$ cat config.mk
export PLATFORM = sky130hd
export DESIGN_NAME = uart_rx_flat
export DESIGN_NICKNAME = d
export VERILOG_FILES = /design/src/rtl/uart_rx_pkg.sv /design/src/rtl/uart_rx_if.sv /design/src/rtl/baudgen_rx.sv /design/src/rtl/uart_rx.sv /design/src/flat_wrapper.sv
export SDC_FILE = /design/constraint.sdc
export NUM_CORES = 1
export LEC_CHECK = 0
export ABC_AREA = 1
export BUFFER_PORTS_ARGS = -buffer_cell sky130_fd_sc_hd__buf_2
export CAP_MARGIN = 15
export CORE_MARGIN = 5
export CORE_UTILIZATION = 57
export CTS_BUF_LIST = sky130_fd_sc_hd__clkbuf_16
export CTS_CLUSTER_SIZE = 28
export DETAILED_ROUTE_END_ITERATION = 8
export PLACE_DENSITY = 0.77
export SYNTH_ARGS = -nofsm -noshare
export SYNTH_HDL_FRONTEND = slang
export SYNTH_SLANG_ARGS = --single-unit
$ cat constraint.sdc
create_clock -name clk -period 1.8 [get_ports clk]
set_clock_uncertainty 0.2 [all_clocks]
set_input_delay 0.36 -clock clk [delete_from_list [all_inputs] [get_ports clk]]
set_output_delay 0.36 -clock clk [all_outputs]
set_load 0.1 [all_outputs]
$ cat src/rtl/uart_rx_pkg.sv
// Shared constants and FSM encoding for the 8N1 receiver.
// Holds baud divider values, frame length and state type.
package uart_rx_pkg;

    localparam int unsigned B115200  = 104;
    localparam int unsigned B57600   = 208;
    localparam int unsigned B9600    = 1250;
    localparam int unsigned FrameLen = 10;

    typedef enum logic [1:0] {
        StIdle,
        StRecv,
        StLoad,
        StDav
    } state_e;

    // Bit index of the stop bit; the bit counter saturates here.
    localparam logic [3:0] LastBit = 4'(FrameLen - 1);

    function automatic logic [3:0] bit_cnt_inc(input logic [3:0] cnt);
        return (cnt >= LastBit) ? LastBit : cnt + 4'd1;
    endfunction

endpackage

$ cat src/rtl/uart_rx_if.sv
// Serial line and received-byte outputs of the UART receiver.
// master drives the line and observes the outputs; slave is the receiver.
interface uart_rx_if;

    logic       rx;
    logic [7:0] data;
    logic       rcv;
    logic       ferr;

    modport master (
        output rx,
        input  data,
        input  rcv,
        input  ferr
    );

    modport slave (
        input  rx,
        output data,
        output rcv,
        output ferr
    );

endinterface

$ cat src/rtl/baudgen_rx.sv
// Receive-side bit tick generator: first tick Baud/2 cycles after enable,
// then every Baud cycles; dropping clk_ena clears the counter.
module baudgen_rx #(
    parameter int unsigned Baud = 104
) (
    input  logic clk,
    input  logic rst,
    input  logic clk_ena,
    output logic clk_out
);

    localparam int unsigned CntW = (Baud > 2) ? $clog2(Baud) : 1;
    localparam logic [CntW-1:0] HalfTop = CntW'(Baud / 2 - 1);
    localparam logic [CntW-1:0] FullTop = CntW'(Baud - 1);

    logic [CntW-1:0] cnt_d, cnt_q;
    logic            first_d, first_q;
    logic            hit;

    // The first interval is half a bit so sampling lands mid-bit.
    assign hit = (cnt_q == (first_q ? HalfTop : FullTop));

    always_comb begin
        cnt_d   = cnt_q;
        first_d = first_q;
        if (!clk_ena) begin
            cnt_d   = '0;
            first_d = 1'b1;
        end else if (hit) begin
            cnt_d   = '0;
            first_d = 1'b0;
        end else begin
            cnt_d = cnt_q + 1'b1;
        end
    end

    assign clk_out = clk_ena && hit;

    always_ff @(posedge clk) begin
        if (rst) begin
            cnt_q   <= '0;
            first_q <= 1'b1;
        end else begin
            cnt_q   <= cnt_d;
            first_q <= first_d;
        end
    end

endmodule

$ cat src/rtl/uart_rx.sv
// 8N1 UART receiver: 2-flop synchroniser, mid-bit sampling, one-cycle rcv strobe.
// Define UART_RX_FERR_EN to check the stop bit and report framing errors on ferr.
module uart_rx
    import uart_rx_pkg::*;
#(
    parameter int unsigned Baud = B115200
) (
    input logic       clk,
    input logic       rst,
    uart_rx_if.slave  bus
);

    logic       rx_meta_q, rx_s_q;
    state_e     state_d, state_q;
    logic [3:0] bit_cnt_d, bit_cnt_q;
    logic [7:0] shift_d, shift_q;
    logic [7:0] data_d, data_q;
    logic       baud_ena, tick;
    logic       frame_ok;

    baudgen_rx #(
        .Baud (Baud)
    ) u_baudgen (
        .clk     (clk),
        .rst     (rst),
        .clk_ena (baud_ena),
        .clk_out (tick)
    );

`ifdef UART_RX_FERR_EN
    logic stop_d, stop_q;

    always_comb begin
        stop_d = stop_q;
        if (state_q == StRecv && tick && bit_cnt_q == LastBit) begin
            stop_d = rx_s_q;
        end
    end

    always_ff @(posedge clk) begin
        if (rst) begin
            stop_q <= 1'b0;
        end else begin
            stop_q <= stop_d;
        end
    end

    assign frame_ok = stop_q;
`else
    assign frame_ok = 1'b1;
`endif

    // Datapath next-state: bit counter, shift register, output byte.
    always_comb begin
        bit_cnt_d = bit_cnt_q;
        shift_d   = shift_q;
        data_d    = data_q;
        unique case (state_q)
            StIdle: begin
                if (!rx_s_q) begin
                    bit_cnt_d = '0;
                end
            end
            StRecv: begin
                if (tick) begin
                    bit_cnt_d = bit_cnt_inc(bit_cnt_q);
                    if (bit_cnt_q >= 4'd1 && bit_cnt_q <= 4'd8) begin
                        shift_d = {rx_s_q, shift_q[7:1]};
                    end
                end
            end
            StLoad: begin
                if (frame_ok) begin
                    data_d = shift_q;
                end
            end
            default: ;
        endcase
    end

    always_comb begin
        state_d = state_q;
        unique case (state_q)
            StIdle: if (!rx_s_q) state_d = StRecv;
            StRecv: begin
                if (tick) begin
                    if (bit_cnt_q == 4'd0 && rx_s_q) begin
                        state_d = StIdle;
                    end else if (bit_cnt_q == LastBit) begin
                        state_d = StLoad;
                    end
                end
            end
            StLoad: state_d = StDav;
            StDav:  state_d = StIdle;
            default: state_d = StIdle;
        endcase
    end

    always_comb begin
        baud_ena = (state_q == StRecv);
        bus.rcv  = (state_q == StDav) && frame_ok;
        bus.ferr = (state_q == StDav) && !frame_ok;
    end

    assign bus.data = data_q;

    always_ff @(posedge clk) begin
        if (rst) begin
            rx_meta_q <= 1'b1;
            rx_s_q    <= 1'b1;
            state_q   <= StIdle;
            bit_cnt_q <= '0;
            shift_q   <= '0;
            data_q    <= '0;
        end else begin
            rx_meta_q <= bus.rx;
            rx_s_q    <= rx_meta_q;
            state_q   <= state_d;
            bit_cnt_q <= bit_cnt_d;
            shift_q   <= shift_d;
            data_q    <= data_d;
        end
    end

endmodule
$ cat src/flat_wrapper.sv
// flat-port wrapper written by rule: the top's interface ports become plain ports
module uart_rx_flat import uart_rx_pkg::*;
#(
    parameter int unsigned Baud = B115200
)
  (clk, rst, bus_rx, bus_data, bus_rcv, bus_ferr);
  uart_rx_if bus_i ();
  input logic clk;
  input logic rst;
  input wire logic [$bits(bus_i.rx)-1:0] bus_rx;
  output wire logic [$bits(bus_i.data)-1:0] bus_data;
  output wire logic [$bits(bus_i.rcv)-1:0] bus_rcv;
  output wire logic [$bits(bus_i.ferr)-1:0] bus_ferr;
  assign bus_i.rx = bus_rx;
  assign bus_data = bus_i.data;
  assign bus_rcv = bus_i.rcv;
  assign bus_ferr = bus_i.ferr;
  uart_rx #(.Baud(Baud)) u_core (.clk(clk), .rst(rst), .bus(bus_i));
endmodule
==> impl_metrics.tcl, run 1 <==
set metrics [dict create \
    worstSetupStartpointType "register" \
    p_leak_nw 0.767 \
    cp.arrival_ps 1650 \
    synth_ff_type "dfxtp_1" \
    ios 13 \
    synth_cell_type_count 30 \
    ys_seq_elements 32 \
    vias 1239 \
    fillCellCount 182 \
    die_w_um 60.3 \
    internal_power_mw 1.22 \
    drive_above_1_share 0.240 \
    synthTopCellsByArea "dfxtp_1 (44%), nor2_1 (8.3%), o21ai_0 (6.6%)" \
    seqPwrFrac 0.467 \
    synth_compound_area_frac 0.101 \
    grt_pass1_wl_mm 4.87 \
    critical-path-max-stage-delay_ps 360 \
    avgSynthCellArea_um2 7.89 \
    min_path_type "in -> reg" \
    synth_xor_area_frac 0.0121 \
    postCtsHoldBufs 0 \
    drc 0 \
    htreeDepth 2 \
    syn_to_final_growth_pct 21.2 \
    finalCriticalPeriod_ps 1690 \
    setup_viol 0 \
    endpoint_kind "register" \
    drt_iter0_drc 36 \
    cts_tree "built" \
    placed_cell_area_um2 1540 \
    cp_top_family "simple AND/OR/NAND/NOR gates" \
    cts_sinks 32 \
    crit_type "reg -> reg" \
    cts_buffers 5 \
    root_buffer "clkbuf_16" \
    dp_hpwl_mm 1.93 \
    die_area_um2 3640 \
    grt_max_degree 20 \
    final_common_cell "nor2_1" \
    p_switching_mw 0.314 \
    fin_area_um2 1750 \
    ant_nets 0 \
    power.density_nw_per_um2 879 \
    max_freq_ghz 0.592 \
    hold_viol 0 \
    status "complete, no violations" \
    async_flop_share 0 \
    layout_common_cells "nor2_1 (31), dfxtp_1 (30), inv_1 (18)" \
    avgRoutedWirePerCell_um 12.1 \
    combPwrFrac 0.044 \
    rows 18 \
    p_sw_frac 0.204 \
    fp.coreArea_um2 2450 \
    gp_congestion 0.907 \
    ys_seq_area_frac 0.444 \
    overflow 0 \
    worst-path-max-fanout 5 \
    syn_area_um2 1440 \
    yosysTopAreaCell "dfxtp_1" \
    required_ps 1760 \
    fp.dieH_um 60.3 \
    syn_inst 183 \
    cts.clk_slew.worst_paths_ps 50 \
    drv_cap 0 \
    pwr-share-clk 0.489 \
    initial_utilization 0.588 \
    vdd_ir_drop_max_uv 845 \
    crit_chain "ha_2, nand2_1, nor2_4, nand3_4, buf_4, nor4_1, nor2_1" \
    cp.buffers_inverters 1 \
    synth_top_family_by_area "simple AND/OR/NAND/NOR gates" \
    timing.final.crit_share 0.939 \
    yosys-mux-area-fraction 0 \
    track_usage 0.180 \
    whs_ps 68.4 \
    synth_edf_count 0 \
    cts.path.max_buffers 2 \
    routed_wl_mm 2.84 \
    nets 211 \
    synth_simple_gate_area_frac 0.328 \
    grt_pass1_vias 1158 \
    antennaDiodeCount 0 \
    yosysWarnings 0 \
    drtPass1Iterations 4 \
    worstSkewPairLatency_ps 270 \
    slowest_stage "dfxtp_1" \
    portBuffers 11 \
    layout.core_utilization 0.713 \
    viasPerCell 5.29 \
    yosys.area.top_type_share 0.444 \
    synth_fa_ha_area_frac 0.0347 \
    report.final.slew_viol_count 0 \
    synth.net_count 190 \
    antenna_found_initial 0 \
]
## state kept, by name, summed over array words and instances, names as in the netlist, named ones only
register / cells
u_core.bit_cnt_q: 4
u_core.rx_meta_q: 1
u_core.rx_s_q: 1
u_core.u_baudgen.cnt_q: 7
u_core.state_q: 1
u_core.u_baudgen.first_q: 1
u_core.shift_q: 8
u_core.bus.data: 8
## what timing repair did
item	4_1_cts	5_1_grt
pin swaps	0	3
resized for setup	1	17
cloned	0	1
endpoints found under the setup margin	3	14
setup buffers	0	4
## cells in the mapped netlist (2+ instances only)
library cell	number
a21oi_1	4
dfxtp_1	32
ha_1	4
inv_1	20
inv_2	3
nand2_1	19
nand2_4	2
nand3_1	14
nand4_1	5
nor2_1	32
nor2_4	2
nor3_4	2
nor4_1	5
o21ai_0	19
o21ai_1	3
or2_2	2
xor2_1	2
## layout make-up
class                   count  area [um2]  share of cell area
multi-input cells         125         733               0.419
flip-flops and latches     32         646               0.369
clock buffers               5         125              0.0715
repair buffers             17         115              0.0658
inverters                  23        86.3              0.0493
well taps                  30        37.5              0.0214
clock inverters             2        7.51             0.00429
## power by group through the flow
| stage | Clock (mW) | Combinational (mW) | Sequential, mW |
|---|---|---|---|
| finish | 0.752 | 0.0680 | 0.719 |
| global route | 0.801 | 0.0754 | 0.718 |
| CTS | 0.772 | 0.0659 | 0.720 |
| detailed placement | 0 | 0.0658 | 0.733 |
| global placement | 0 | 0.0641 | 0.733 |
| floorplan | 0 | 0.0481 | 0.739 |
## through the flow
stage	TNS (ps)	power [mW]	std cells	setup WS, ps
5_1_grt	-21.4	1.59	234	-16.1
4_1_cts	0	1.56	229	51.3
3_3_place_gp	0	0.797	222	84.1
2_1_floorplan	0	0.787	183	132
3_5_place_dp	-29.3	0.799	222	-16.8
6_report	0	1.54	234	110
## path summary, 6_finish.rpt
path,cells past startpoint,slack (ps),endpoint,startpoint
min,2,70,u_core.rx_meta_q,bus_rx
max,7,110,u_core.shift_q[4],u_core.u_baudgen.cnt_q[1]
max reg2reg,7,110,u_core.shift_q[4],u_core.u_baudgen.cnt_q[1]
min reg2reg,1,220,u_core.rx_s_q,u_core.rx_meta_q
## per-layer routing
layer  routed length, um  track usage  up-vias  share of wire
met3                 125       0.0532        8          0.044
li1                    -            -      644              -
met5                   0            0        -              0
met4                  68        0.108        0          0.024
met1                1250        0.213      565           0.44
met2                1390        0.290       22           0.49
## kinds of logic (layout without fill, tap and decap cells)
family	count (synthesis)	in the layout
AND/OR/NAND/NOR	89	90
flip-flops	32	32
AO/OA/AOI/OAI	28	28
buffers and inverters	27	47
adder cells (fa/ha/maj)	4	4
XOR/XNOR	2	2
other	1	1
Power figures use the tool's default switching activity.
==> inputs of run 2 (changes only) <==
--- a/constraint.sdc
+++ b/constraint.sdc
@@ -3,3 +3,3 @@
 set_input_delay 0.36 -clock clk [delete_from_list [all_inputs] [get_ports clk]]
 set_output_delay 0.36 -clock clk [all_outputs]
-set_load 0.1 [all_outputs]
+set_load 0.01 [all_outputs]
==> impl_metrics.tcl, run 2 (same netlist as run 1, synthesis figures left out) <==
set metrics [dict create \
    overflow 0 \
    dp_hpwl_mm 1.95 \
    cts_buffers 5 \
    finalCriticalPeriod_ps 1740 \
    preCtsSetupSlack_ps 16.2 \
    root_buffer "clkbuf_16" \
    required_ps 1800 \
    die_area_um2 3640 \
    htreeDepth 2 \
    grt_max_degree 20 \
    vias 1265 \
    setup-tns-final_ps 0 \
    worstSetupStartpointType "register" \
    track_usage 0.177 \
    grt_pass1_wl_mm 4.82 \
    fillCellCount 188 \
    avgRoutedWirePerCell_um 12.8 \
    ios 13 \
    initial_utilization 0.588 \
    nets 212 \
    routed_wl_mm 2.99 \
    fp.dieH_um 60.3 \
    p_leak_nw 0.771 \
    drv_cap 0 \
    timing.final.crit_share 0.965 \
    final_common_cell "dfxtp_1" \
    antennaDiodeCount 0 \
    drive_above_1_share 0.251 \
    ant_nets 0 \
    drtPass1Iterations 4 \
    setup_viol 0 \
    cts.path.max_buffers 2 \
    antenna_found_initial 0 \
    vdd_ir_drop_max_uv 892 \
    grt_pass1_vias 1185 \
    status "complete, no violations" \
    syn_to_final_growth_pct 20.6 \
    drc 0 \
    cp.arrival_ps 1740 \
    fp.coreArea_um2 2450 \
    die_w_um 60.3 \
    hold_viol 0 \
    cts_tree "built" \
    placed_cell_area_um2 1520 \
    gp_congestion 0.905 \
    min_path_type "in -> reg" \
    setup_ws_ps 62.7 \
    report.final.slew_viol_count 0 \
    drt_iter0_drc 63 \
    cts.clk_slew.worst_paths_ps 50 \
    max_freq_ghz 0.576 \
    whs_ps 73.7 \
    crit_type "reg -> reg" \
    power.total_mw 1.51 \
    power.density_nw_per_um2 864 \
    fin_area_um2 1740 \
    viasPerCell 5.43 \
    worst-path-max-fanout 7 \
    layout_common_cells "dfxtp_1 (31), nor2_1 (30), inv_1 (18)" \
    portBuffers 11 \
    ff_latch_area_um2 642 \
    multi_input_area_um2 736 \
    cts_sinks 32 \
    endpoint_kind "register" \
    rows 18 \
    worstSkewPairLatency_ps 270 \
    rsz0062_at_grt "yes" \
]
[run 2: cell types whose count changed in the layout (fill, tap and decap cells not counted), sizes merged]
cell	before	now
buf	17	19
clkinv	2	0
nand3	16	15
[run 2: stage by stage]
step | cells | util
global placement | 222 | 0.621
finish | 233 | 0.709
floorplan | 183 | -
global route | 233 | 0.709
CTS | 227 | 0.675
detailed placement | 222 | 0.621
[run 2: final cells by class]
type / instances / share of cell area
multi-input cells: 124 / 0.422
flip-flops and latches: 32 / 0.369
inverters: 23 / 0.0496
repair buffers: 19 / 0.0661
well taps: 30 / 0.0216
clock buffers: 5 / 0.0718
[run 2: final timing paths]
| kind | startpoint | end | cells past startpoint | slack, ps |
|---|---|---|---|---|
| worst max-delay path | u_core.u_baudgen.cnt_q[0] | u_core.shift_q[1] | 7 | 60 |
| worst min-delay path | bus_rx | u_core.rx_meta_q | 2 | 70 |
| worst max register to register | u_core.u_baudgen.cnt_q[0] | u_core.shift_q[1] | 7 | 60 |
| worst min register to register | u_core.rx_meta_q | u_core.rx_s_q | 1 | 220 |
[run 2: what timing repair did]
action / 4_1_cts / 5_1_grt
setup endpoints to repair: 1 / 10
hold buffers: 0 / 0
gates cloned: 0 / 0
resized for setup: 1 / 23
pin swaps: 0 / 4
setup buffers: 0 / 6
[run 2: worst max-delay path: stages (launching register included)]
cell and delay, ps:
dfxtp_1 330, ha_2 190, nand2_1 70, nor2_2 160
nand3_4 150, nor3_4 310, o21ai_0 150, nor2_1 120
[run 2: layer usage]
metal	share of wire	track usage	up-vias
li1	-	-	646
met1	0.40	0.203	573
met2	0.50	0.290	36
met3	0.062	0.0596	10
met4	0.029	0.0949	0
met5	0	0	-
[run 2: report_power, final]
part           internal [mW]  switching (mW)
registers              0.716         0.00419
clock network          0.484           0.246
logic                 0.0189          0.0360
total                   1.22           0.286
==> inputs of run 3 (changes only) <==
- CORE_UTILIZATION: 57 -> 60
- CTS_BUF_LIST: sky130_fd_sc_hd__clkbuf_16 -> sky130_fd_sc_hd__clkbuf_4
- PLACE_DENSITY: 0.77 -> 0.8
==> impl_metrics.tcl, run 3 (same netlist as run 1, synthesis figures left out) <==
set metrics [dict create \
    required_ps 1870 \
    p_leak_nw 0.739 \
    portBuffers 11 \
    antennaDiodeCount 0 \
    worstSkewPairLatency_ps 330 \
    grt_pass1_vias 1154 \
    drtPass1Iterations 4 \
    dr_wl_met2_mm 1.52 \
    hold_path_startpoint "rst" \
    cts_buffers 5 \
    wl_met1_mm 1.21 \
    status "complete, no violations" \
    grt_max_degree 20 \
    die_w_um 59.1 \
    report.final.slew_viol_count 0 \
    routed_wl_mm 2.90 \
    setup_viol 0 \
    layout_common_cells "nor2_1 (31), dfxtp_1 (29), inv_1 (18)" \
    hold_viol 0 \
    power.total_mw 1.18 \
    vias 1243 \
    nets 209 \
    htreeDepth 2 \
    root_buffer "clkbuf_4" \
    die_area_um2 3490 \
    endpoint_kind "register" \
    rsz0062_at_grt "yes" \
    cts.path.max_buffers 2 \
    ant_nets 0 \
    dr.max_layer_used "met4" \
    max_freq_ghz 0.570 \
    syn_to_final_growth_pct 13.3 \
    worst-path-max-fanout 11 \
    initial_utilization 0.640 \
    setup_ws_ps 44.5 \
    vdd_ir_drop_max_uv 537 \
    final_cells 231 \
    drive_above_1_share 0.236 \
    min_path_type "in -> reg" \
    dp_hpwl_mm 2.08 \
    r2r-start "u_core.u_baudgen.cnt_q[1]" \
    crit_path_start "u_core.u_baudgen.cnt_q[1]" \
    worstSetupStartpointType "register" \
    wl_met3_um 107 \
    fp.dieH_um 59.1 \
    cts_sinks 32 \
    ios 13 \
    drv_cap 0 \
    cp.arrival_ps 1830 \
    overflow 0 \
    final_common_cell "nor2_1" \
    crit_type "reg -> reg" \
    finalCriticalPeriod_ps 1760 \
    grt_pass1_wl_mm 4.85 \
    drc 0 \
    placed_cells 221 \
    timing.final.crit_share 0.975 \
    whs_ps 116 \
    viasPerCell 5.38 \
    preCtsSetupSlack_ps 63.3 \
    antenna_found_initial 0 \
    rows 17 \
    track_usage 0.188 \
    cts_tree "built" \
    avgRoutedWirePerCell_um 12.6 \
    fp.coreArea_um2 2250 \
    drt_iter0_drc 30 \
    cts.clk_slew.worst_paths_ps 90 \
    gp_congestion 0.811 \
    power.density_nw_per_um2 722 \
]
==> run 3: cell types whose count changed in the layout (fill, tap and decap cells not counted), moves of 3 or more <==
cell	before	now
buf_4	8	3
nor4_2	3	0
nor4_1	2	5
clkbuf_16	5	0
clkbuf_4	0	7
==> run 3: where the power goes <==
part | switching [mW] | internal [mW] | leakage, nW | total, mW
Clock | 0.228 | 0.180 | 0.0338 | 0.408
Combinational | 0.0354 | 0.0198 | 0.445 | 0.0552
Sequential | 0.00458 | 0.713 | 0.260 | 0.717
==> run 3: critical path, cell delays in order (launching register included) <==
cell and delay [ps]:
dfxtp_2 350, ha_2 190, nand2_1 70, nor2_2 100, nand3_2 100, buf_12 160, nor3_4 280, o21ai_0 150
nor2_1 110
==> run 3: worst paths after layout <==
check / endpoint / slack [ps] / cells after the start
hold reg to reg: u_core.rx_s_q / 240 / 1
setup / recovery: u_core.shift_q[2] / 40 / 8
setup reg to reg: u_core.shift_q[2] / 40 / 8
hold / removal: u_core.u_baudgen.first_q / 120 / 3
==> run 3: area by class of cell <==
| cell class | count | area [um2] |
|---|---|---|
| Tap cell | 28 | 35.0 |
| Clock inverter | 1 | 3.75 |
| Multi-Input combinational cell | 124 | 706 |
| Clock buffer | 7 | 52.6 |
| Timing Repair Buffer | 16 | 108 |
| Fill cell | 190 | 619 |
| Sequential cell | 32 | 644 |
| Inverter | 23 | 86.3 |
==> run 3: timing repair <==
| item | in CTS | in global routing |
|---|---|---|
| hold endpoints to repair | 1 | 0 |
| resized for setup | 0 | 16 |
| endpoints found under the setup margin | 0 | 10 |
| buffers inserted | 0 | 1 |
| hold buffers | 1 | 0 |
==> run 3: metal layers <==
layer | up-vias | GRT usage
met3 | 5 | 0.0675
met4 | 0 | 0.117
li1 | 641 | -
met1 | 577 | 0.198
met5 | - | 0
met2 | 20 | 0.317
==> run 3: stage by stage <==
step	cell area, um2	utilization	setup TNS [ps]
3_5_place_dp	1540	0.684	0
2_1_floorplan	1440	-	0
4_1_cts	1610	0.713	0
5_1_grt	1640	0.725	-161
6_report	1640	0.725	0
3_3_place_gp	1540	0.684	0
